==> config.mk <==
export PLATFORM = sky130hd
export DESIGN_NAME = regfile_dumper
export DESIGN_NICKNAME = d
export VERILOG_FILES = /design/src/rtl/cpu_types_pkg.sv /design/src/rtl/regfile_dumper.sv
export SDC_FILE = /design/constraint.sdc
export NUM_CORES = 1
export LEC_CHECK = 0
export CAP_MARGIN = 20
export CELL_PAD_IN_SITES_DETAIL_PLACEMENT = 0
export CELL_PAD_IN_SITES_GLOBAL_PLACEMENT = 1
export CORE_MARGIN = 3
export CORE_UTILIZATION = 38
export DETAILED_ROUTE_END_ITERATION = 8
export HOLD_SLACK_MARGIN = 0.15
export PLACE_DENSITY = 0.95
export RECOVER_POWER = 25
export SLEW_MARGIN = 0
export SYNTH_ARGS = -nofsm -noshare
export SYNTH_HDL_FRONTEND = slang
export SYNTH_SLANG_ARGS = --single-unit
==> constraint.sdc <==
create_clock -name CLK -period 7.26 [get_ports CLK]
set_clock_uncertainty 0.05 [all_clocks]
set_input_delay 1.089 -clock CLK [delete_from_list [all_inputs] [get_ports CLK]]
set_output_delay 1.089 -clock CLK [all_outputs]
set_load 0.02 [all_outputs]
==> src/rtl/cpu_types_pkg.sv <==
// Shared CPU types: data word, register-file geometry and the register dumper FSM encoding.
package cpu_types_pkg;

    typedef logic [31:0] word_t;

    localparam int unsigned NUM_REGS  = 32;
    localparam int unsigned REG_IDX_W = 5;

    typedef enum logic [1:0] {
        IDLE,
        READ,
        SEND,
        DONE
    } dump_state_t;

endpackage

==> src/rtl/regfile_dumper.sv <==
// Walks every register-file entry once per start, presenting each word on a
// valid/ready stream and accumulating an XOR checksum of the accepted words.
module regfile_dumper
    import cpu_types_pkg::*;
#(
    parameter int unsigned NREGS = NUM_REGS,
    parameter int unsigned IDXW  = REG_IDX_W
) (
    input  logic            CLK,
    input  logic            nRst,
    input  logic            start,
    output logic [IDXW-1:0] rsel,
    input  word_t           rdat,
    output logic            out_valid,
    input  logic            out_ready,
    output logic [IDXW-1:0] out_idx,
    output word_t           out_data,
    output logic            busy,
    output logic            done,
    output word_t           checksum
);

    localparam logic [IDXW-1:0] LAST_IDX = IDXW'(NREGS - 1);

    dump_state_t     state_q, state_d;
    logic [IDXW-1:0] idx_q, idx_d;
    logic [IDXW-1:0] out_idx_q, out_idx_d;
    word_t           out_data_q, out_data_d;
    word_t           checksum_q, checksum_d;

    logic xfer;
    logic last_idx;

    assign xfer     = (state_q == SEND) && out_ready;
    assign last_idx = (idx_q == LAST_IDX);

    always_ff @(posedge CLK or posedge nRst) begin
        if (nRst) begin
            state_q <= IDLE;
        end else begin
            state_q <= state_d;
        end
    end

    always_comb begin
        state_d = state_q;
        case (state_q)
            IDLE:    if (start) state_d = READ;
            READ:    state_d = SEND;
            SEND:    if (xfer) state_d = last_idx ? DONE : READ;
            DONE:    state_d = IDLE;
            default: state_d = IDLE;
        endcase
    end

    // idx is returned to 0 on leaving DONE so rsel reads 0 throughout IDLE.
    always_comb begin
        idx_d      = idx_q;
        out_idx_d  = out_idx_q;
        out_data_d = out_data_q;
        checksum_d = checksum_q;
        case (state_q)
            IDLE: begin
                if (start) begin
                    idx_d      = '0;
                    checksum_d = '0;
                end
            end
            READ: begin
                out_data_d = rdat;
                out_idx_d  = idx_q;
            end
            SEND: begin
                if (xfer) begin
                    checksum_d = checksum_q ^ out_data_q;
                    if (!last_idx) begin
                        idx_d = idx_q + IDXW'(1);
                    end
                end
            end
            DONE: begin
                idx_d = '0;
            end
            default: begin
                idx_d = '0;
            end
        endcase
    end

    always_ff @(posedge CLK or posedge nRst) begin
        if (nRst) begin
            idx_q      <= '0;
            out_idx_q  <= '0;
            out_data_q <= '0;
            checksum_q <= '0;
        end else begin
            idx_q      <= idx_d;
            out_idx_q  <= out_idx_d;
            out_data_q <= out_data_d;
            checksum_q <= checksum_d;
        end
    end

    assign rsel      = idx_q;
    assign out_valid = (state_q == SEND);
    assign out_idx   = out_idx_q;
    assign out_data  = out_data_q;
    assign busy      = (state_q != IDLE);
    assign done      = (state_q == DONE);
    assign checksum  = checksum_q;

endmodule

==> flow_summary.yaml, run 1 <==
status:
  outcome: "finished, violations left"
  violations: "capacitance limit, slew limit"
floorplan:
  io_pins: 113
  core.rowCount: 33
  die-area_um2: 9800
  die_y_um: 99.0
  start_util_pct: 39.6
  die_x_um: 99.0
  core-area_um2: 8300
global_route:
  grt_pass1_wl_mm: 12.7
  grt_overflow: 0
  grt_max_degree: 77
  track_usage_pct: 16.0
  antenna_found_initial: 0
  grt_pass1_vias: 2591
synthesis:
  synthesis.nets: 297
  synth_commonest_cells: "76 x dfrtp_1, 35 x mux2_2, 30 x nand2b_1, 28 x a21oi_1, 18 x a31oi_1"
  synth_top_flop_cell: "dfrtp_1"
  yosysSeqAreaShare_pct: 57.8
  synth_edf_count: 0
  yosys-top-cells-area: "dfrtp_1 58%, mux2_2 12%, nand2b_1 5.7%, a21oi_1 4.3%, a31oi_2 3.8%"
  synth_top_area_share_pct: 57.8
  synth_cell_types: 34
  yosysWarnings: 0
  ys_ff_latch: 76
  synth.most_common_cell: "dfrtp_1"
  syn_inst: 259
  synth.largest_area_cell: "dfrtp_1"
  syn_avg_cell_area_um2: 12.7
  syn_area_um2: 3290
  async_flop_share_pct: 100
layout:
  syn2layout_area_growth_pct: 44.3
  finish.utilization_pct: 57.2
  n_antenna_cell: 0
  nets: 408
  nFillCells: 680
  final_area_um2: 4740
  drive_gt1_share_pct: 17.6
min_path:
  hp-class: "register to register"
  min_path_cells: 1
  min_to: "checksum[11]"
  min_from: "checksum[11]"
critical_path:
  worstRegToRegCells: 4
  path_class: "register to output port"
  startpoint_type: "register"
  critPathMaxFanout: 23
  endpoint_kind: "output port"
  max_stage_delay_ns: 0.82
  crit_start: "state_q[1]"
  path_cells: "clkbuf_1, nand2b_1, inv_1, clkdlybuf4s50_1"
  required_ns: 6.12
  cp.arrival_ns: 2.89
  cp_slowest_cell: "clkbuf_1"
  r2r_end: "out_data[16]"
  timing.rr.start: "state_q[1]"
  rrSetupSlack_ns: 3.84
clock_network:
  cts_setup_buffers: 0
  clkSinkCount: 76
  htree_levels: 3
  clkTransAtPathRegs_ns: 0.07
  root_buffer: "clkbuf_8"
  clock_latency_ns: 0.34
  ctsResizeCount: 0
  cts_buffers: 9
  cts_tree: "yes"
  cts_hold_buffers: 0
  cts_buffer_depth: 2
place:
  placed_area_um2: 4480
  place_hpwl_mm: 5.11
  routabilityCongestion: 0.729
  io_buffers: 112
power:
  irDropWorstVdd_mv: 0.252
  total_power_mw: 2.24
  power.leakage_nw: 1.94
  power.density_nw_per_um2: 473
sta:
  period_needed_ns: 4.03
  hold_violations: 0
  relSlewSlack_pct: -20.9
  rsz0062_at_grt: "no"
  period_share_pct: 55.5
  drv_slew: 19
  fmax_mhz: 248
  setup_tns_ns: 0
  tightest_slew_ns: 1.81
  fin_worst_hold_slack_ns: 0.433
  finalSetupViolations: 0
detailed_routing:
  wl_met3_um: 522
  drc: 0
  top_layer: "met4"
  via_per_inst: 5.14
  firstDrtPassIters: 4
  wl_met1_mm: 3.19
  wl_per_cell_um: 15.7
  drt_wl_total_mm: 7.53
  wl_met2_mm: 3.72
  first_iter_violations: 59
  vias: 2468
  ant_nets: 0
flow_run:
  maxCapViolCount: 1
layout make-up:
class	instances	area, um2	share of cell area [%]
clock buffer	11	141	2.98
clock inverter	5	75.1	1.58
inverter	3	12.5	0.264
multi-input combinational	164	1290	27.3
sequential	76	1900	40.1
tap	105	131	2.77
timing repair buffer	116	1190	25.0
kinds of logic (layout without fill, tap and decap cells):
| logic type | after synthesis | after routing | share of synthesized area [%] |
|---|---|---|---|
| XOR/XNOR | 1 | 1 | 0.266 |
| buffers and inverters | 19 | 135 | 3.04 |
| AO/OA/AOI/OAI | 68 | 68 | 14.2 |
| flip-flops | 76 | 76 | 57.8 |
| AND/OR/NAND/NOR | 53 | 53 | 10.3 |
| adder cells (fa/ha/maj) | 2 | 2 | 0.761 |
| multiplexers | 40 | 40 | 13.6 |
worst max-delay path: cells and delay by family, from the launching register on:
family,cells,cell delay (ns)
flops,1,0.74
simple gates,1,0.21
buf+inv,3,1.60
sequential cells by signal, summed over array words and instances, names as in the netlist:
| signal | count |
|---|---|
| checksum | 32 |
| out_data | 32 |
| out_idx | 5 |
| rsel | 5 |
| state_q | 2 |
metal layers:
| metal | GRT usage [%] | vias up |
|---|---|---|
| met5 | 0 | - |
| met4 | 5.36 | 0 |
| met3 | 4.74 | 9 |
| met2 | 27.1 | 74 |
| met1 | 19.5 | 1221 |
| li1 | - | 1164 |
layout by cell type (no fill, tap or decap), drive strengths merged, types with 2 or more instances in the layout:
cell / netlist / final
buf: 14 / 3
inv: 3 / 2
nand3: 3 / 3
dfrtp: 76 / 76
a22o: 2 / 2
mux2: 38 / 38
clkinv: 0 / 3
nor2b: 2 / 2
mux2i: 2 / 2
a32o: 2 / 2
a21oi: 28 / 28
nor2: 3 / 3
o21ai: 5 / 5
dlygate4sd3: 0 / 2
nand3b: 7 / 7
clkbuf: 2 / 12
ha: 2 / 2
clkdlybuf4s50: 0 / 110
a31oi: 28 / 28
nand2b: 30 / 30
bufinv: 0 / 2
metrics by stage:
| stage | std cells | setup slack (ns) |
|---|---|---|
| 2_1_floorplan | 259 | 4.18 |
| 3_3_place_gp | 462 | 4.12 |
| 3_5_place_dp | 462 | 4.05 |
| 4_1_cts | 478 | 3.72 |
| 5_1_grt | 480 | 3.00 |
| 6_report | 480 | 3.23 |
worst max path at each step:
| stage | slack [ns] | depth (start not counted) | endpoint |
|---|---|---|---|
| finish | 3.23 | 4 | out_valid |
| global route | 3.00 | 4 | out_valid |
| CTS | 3.72 | 4 | out_valid |
| detailed placement | 4.05 | 4 | checksum[15] |
| global placement | 4.12 | 4 | out_valid |
| floorplan | 4.18 | 1 | checksum[0] |
power by group:
group / internal (mW) / total (mW) / switching (mW)
Sequential: 0.610 / 0.798 / 0.188
Clock: 0.202 / 0.353 / 0.151
Combinational: 0.570 / 1.09 / 0.523
Total: 1.38 / 2.24 / 0.862
Note: power is estimated with default switching activity, not from simulation.
==> run 2: changes to the inputs <==
--- a/config.mk
+++ b/config.mk
@@ -9,10 +9,10 @@
 export CELL_PAD_IN_SITES_DETAIL_PLACEMENT = 0
 export CELL_PAD_IN_SITES_GLOBAL_PLACEMENT = 1
 export CORE_MARGIN = 3
-export CORE_UTILIZATION = 38
+export CORE_UTILIZATION = 32
 export DETAILED_ROUTE_END_ITERATION = 8
 export HOLD_SLACK_MARGIN = 0.15
-export PLACE_DENSITY = 0.95
+export PLACE_DENSITY = 0.87
 export RECOVER_POWER = 25
 export SLEW_MARGIN = 0
 export SYNTH_ARGS = -nofsm -noshare
==> constraint.sdc (replaced) <==
create_clock -name CLK -period 3.67 [get_ports CLK]
set_clock_uncertainty 0.05 [all_clocks]
set_input_delay 0.5505 -clock CLK [delete_from_list [all_inputs] [get_ports CLK]]
set_output_delay 0.5505 -clock CLK [all_outputs]
set_load 0.02 [all_outputs]
==> run 2 against run 1 <==
Effect of this change:
- the flow still finishes with violations (capacitance limit, slew limit)
- clock-buffer cell count increased by 2
- worst hold slack improved by 0.0038 ns
- via count increased by 1.9%
- largest power group unchanged
==> flow_summary.yaml, run 2 (same netlist as run 1, synthesis figures left out) <==
floorplan:
  die-area_um2: 11500
  core-area_um2: 9860
  io_pins: 113
  die_y_um: 107
  core.rowCount: 36
  die_x_um: 107
  start_util_pct: 33.3
place:
  routabilityCongestion: 0.752
  place_hpwl_mm: 5.50
  dpl.cell_count: 493
  io_buffers: 112
sta:
  relSlewSlack_pct: -1.04
  hold_violations: 0
  tightest_slew_ns: 1.52
  rsz0062_at_grt: "no"
  fmax_mhz: 381
  period_share_pct: 71.6
  fin_worst_hold_slack_ns: 0.437
  finalSetupViolations: 0
  setup_tns_ns: 0
  period_needed_ns: 2.63
  drv_slew: 29
clock_network:
  cts_setup_buffers: 0
  clkSinkCount: 76
  cts_hold_buffers: 0
  ctsResizeCount: 0
  cts_buffer_depth: 2
  cts_tree: "yes"
  clkTransAtPathRegs_ns: 0.07
  htree_levels: 3
  cts_buffers: 9
  clock_latency_ns: 0.33
  root_buffer: "clkbuf_8"
power:
  irDropWorstVdd_mv: 0.472
  netSwitchingPower_mw: 1.70
  p_seq_share_pct: 36.4
  power.internal_mw: 2.59
  switching_share_pct: 39.6
  power.density_nw_per_um2: 911
  power.leakage_nw: 1.92
  power_frac_comb_pct: 50.5
  clockPowerShare_pct: 13.1
global_route:
  antenna_found_initial: 0
  grt_pass1_wl_mm: 13.1
  grt_overflow: 0
  use_met2_pct: 23.1
  grt_util_met3_pct: 4.92
  top_usage_layer: "met2"
  gr-usage-met1_pct: 17.6
  grt_max_degree: 40
  track_usage_pct: 14.0
  grt_pass1_vias: 2609
layout:
  syn2layout_area_growth_pct: 43.1
  stdcell_count: 508
  drive_gt1_share_pct: 17.6
  nFillCells: 910
  final_cell_mix: "111 x clkdlybuf4s50_1, 76 x dfrtp_1, 35 x mux2_2, 30 x nand2b_1, 28 x a21oi_1"
  n_antenna_cell: 0
  final_common_cell: "clkdlybuf4s50_1"
  nets: 409
  finish.utilization_pct: 47.7
critical_path:
  startpoint_type: "input pin"
  critPathMaxFanout: 28
  path_delay_family: "buffers and inverters"
  max_stage_delay_ns: 1.16
  path_class: "input pin to asynchronous set/reset pin"
  cp.arrival_ns: 2.75
  cp.buffers_inverters: 3
  cp_slowest_cell: "clkbuf_1"
  endpoint_kind: "asynchronous set/reset pin"
  path_cells: "dlygate4sd3_1, clkinvlp_2, clkbuf_1"
  required_ns: 3.79
detailed_routing:
  via_per_inst: 4.95
  vias: 2516
  wl_per_cell_um: 15.3
  firstDrtPassIters: 4
  first_iter_violations: 108
  drc: 0
  ant_nets: 0
  drt_wl_total_mm: 7.76
status:
  violations: "capacitance limit, slew limit"
  outcome: "finished, violations left"
min_path:
  hp-class: "register to register"
flow_run:
  maxCapViolCount: 1
[run 2: changes by cell type in the layout (fill, tap and decap cells not counted)]
cell and delta:
clkdlybuf4s50_1 +1, clkbuf_1 +1, clkinv_2 -1, buf_4 +3
nor2b_4 +1, nor2b_1 -1, bufinv_16 -2, dlygate4sd3_1 -1
buf_16 -2, clkbuf_8 +1
[run 2: worst reg2reg max path: stages, from the launching register on]
cell	delay [ns]
dfrtp_1	0.58
nor2b_4	0.72
buf_4	0.35
mux2_2	0.36
[run 2: final timing paths]
path / cells past startpoint / slack (ns) / startpoint / end
hold / removal: 1 / 0.44 / checksum[27] / checksum[27]
min in group asynchronous: 2 / 0.72 / nRst / out_data[9]
setup / recovery: 3 / 1.04 / nRst / out_data[28]
setup reg to reg: 3 / 1.49 / state_q[0] / out_data[7]
max in group CLK: 4 / 1.04 / state_q[1] / out_valid
hold reg to reg: 1 / 0.44 / checksum[27] / checksum[27]
[run 2: metal layers]
metal	vias up	share of wire, %
met1	1255	42
met2	82	50
li1	1172	-
met4	0	0.76
met5	-	0
met3	7	7.0
[run 2: power groups by stage]
stage / registers (mW) / clock network [mW] / logic (mW)
2_1_floorplan: 1.93 / 0 / 0.835
3_3_place_gp: 1.55 / 0 / 2.15
3_5_place_dp: 1.57 / 0 / 2.20
4_1_cts: 1.56 / 0.591 / 2.20
5_1_grt: 1.63 / 0.621 / 2.32
6_report: 1.56 / 0.563 / 2.17
[run 2: cell type report]
cell class                 count  area [um2]  share of cell area (%)
clock buffer                  13         159                    3.38
clock inverter                 2        10.0                   0.213
inverter                       3        12.5                   0.266
multi-input combinational    164        1300                    27.7
sequential                    76        1900                    40.4
tap                          133         166                    3.54
timing repair buffer         117        1150                    24.5
[run 2: stage by stage]
stage / total power [mW] / setup WS, ns / cell area, um2
global route: 4.57 / 0.653 / 4710
detailed placement: 3.77 / 1.21 / 4540
floorplan: 2.77 / 1.13 / 3290
finish: 4.29 / 1.04 / 4710
global placement: 3.70 / 1.31 / 4540
CTS: 4.36 / 1.00 / 4710
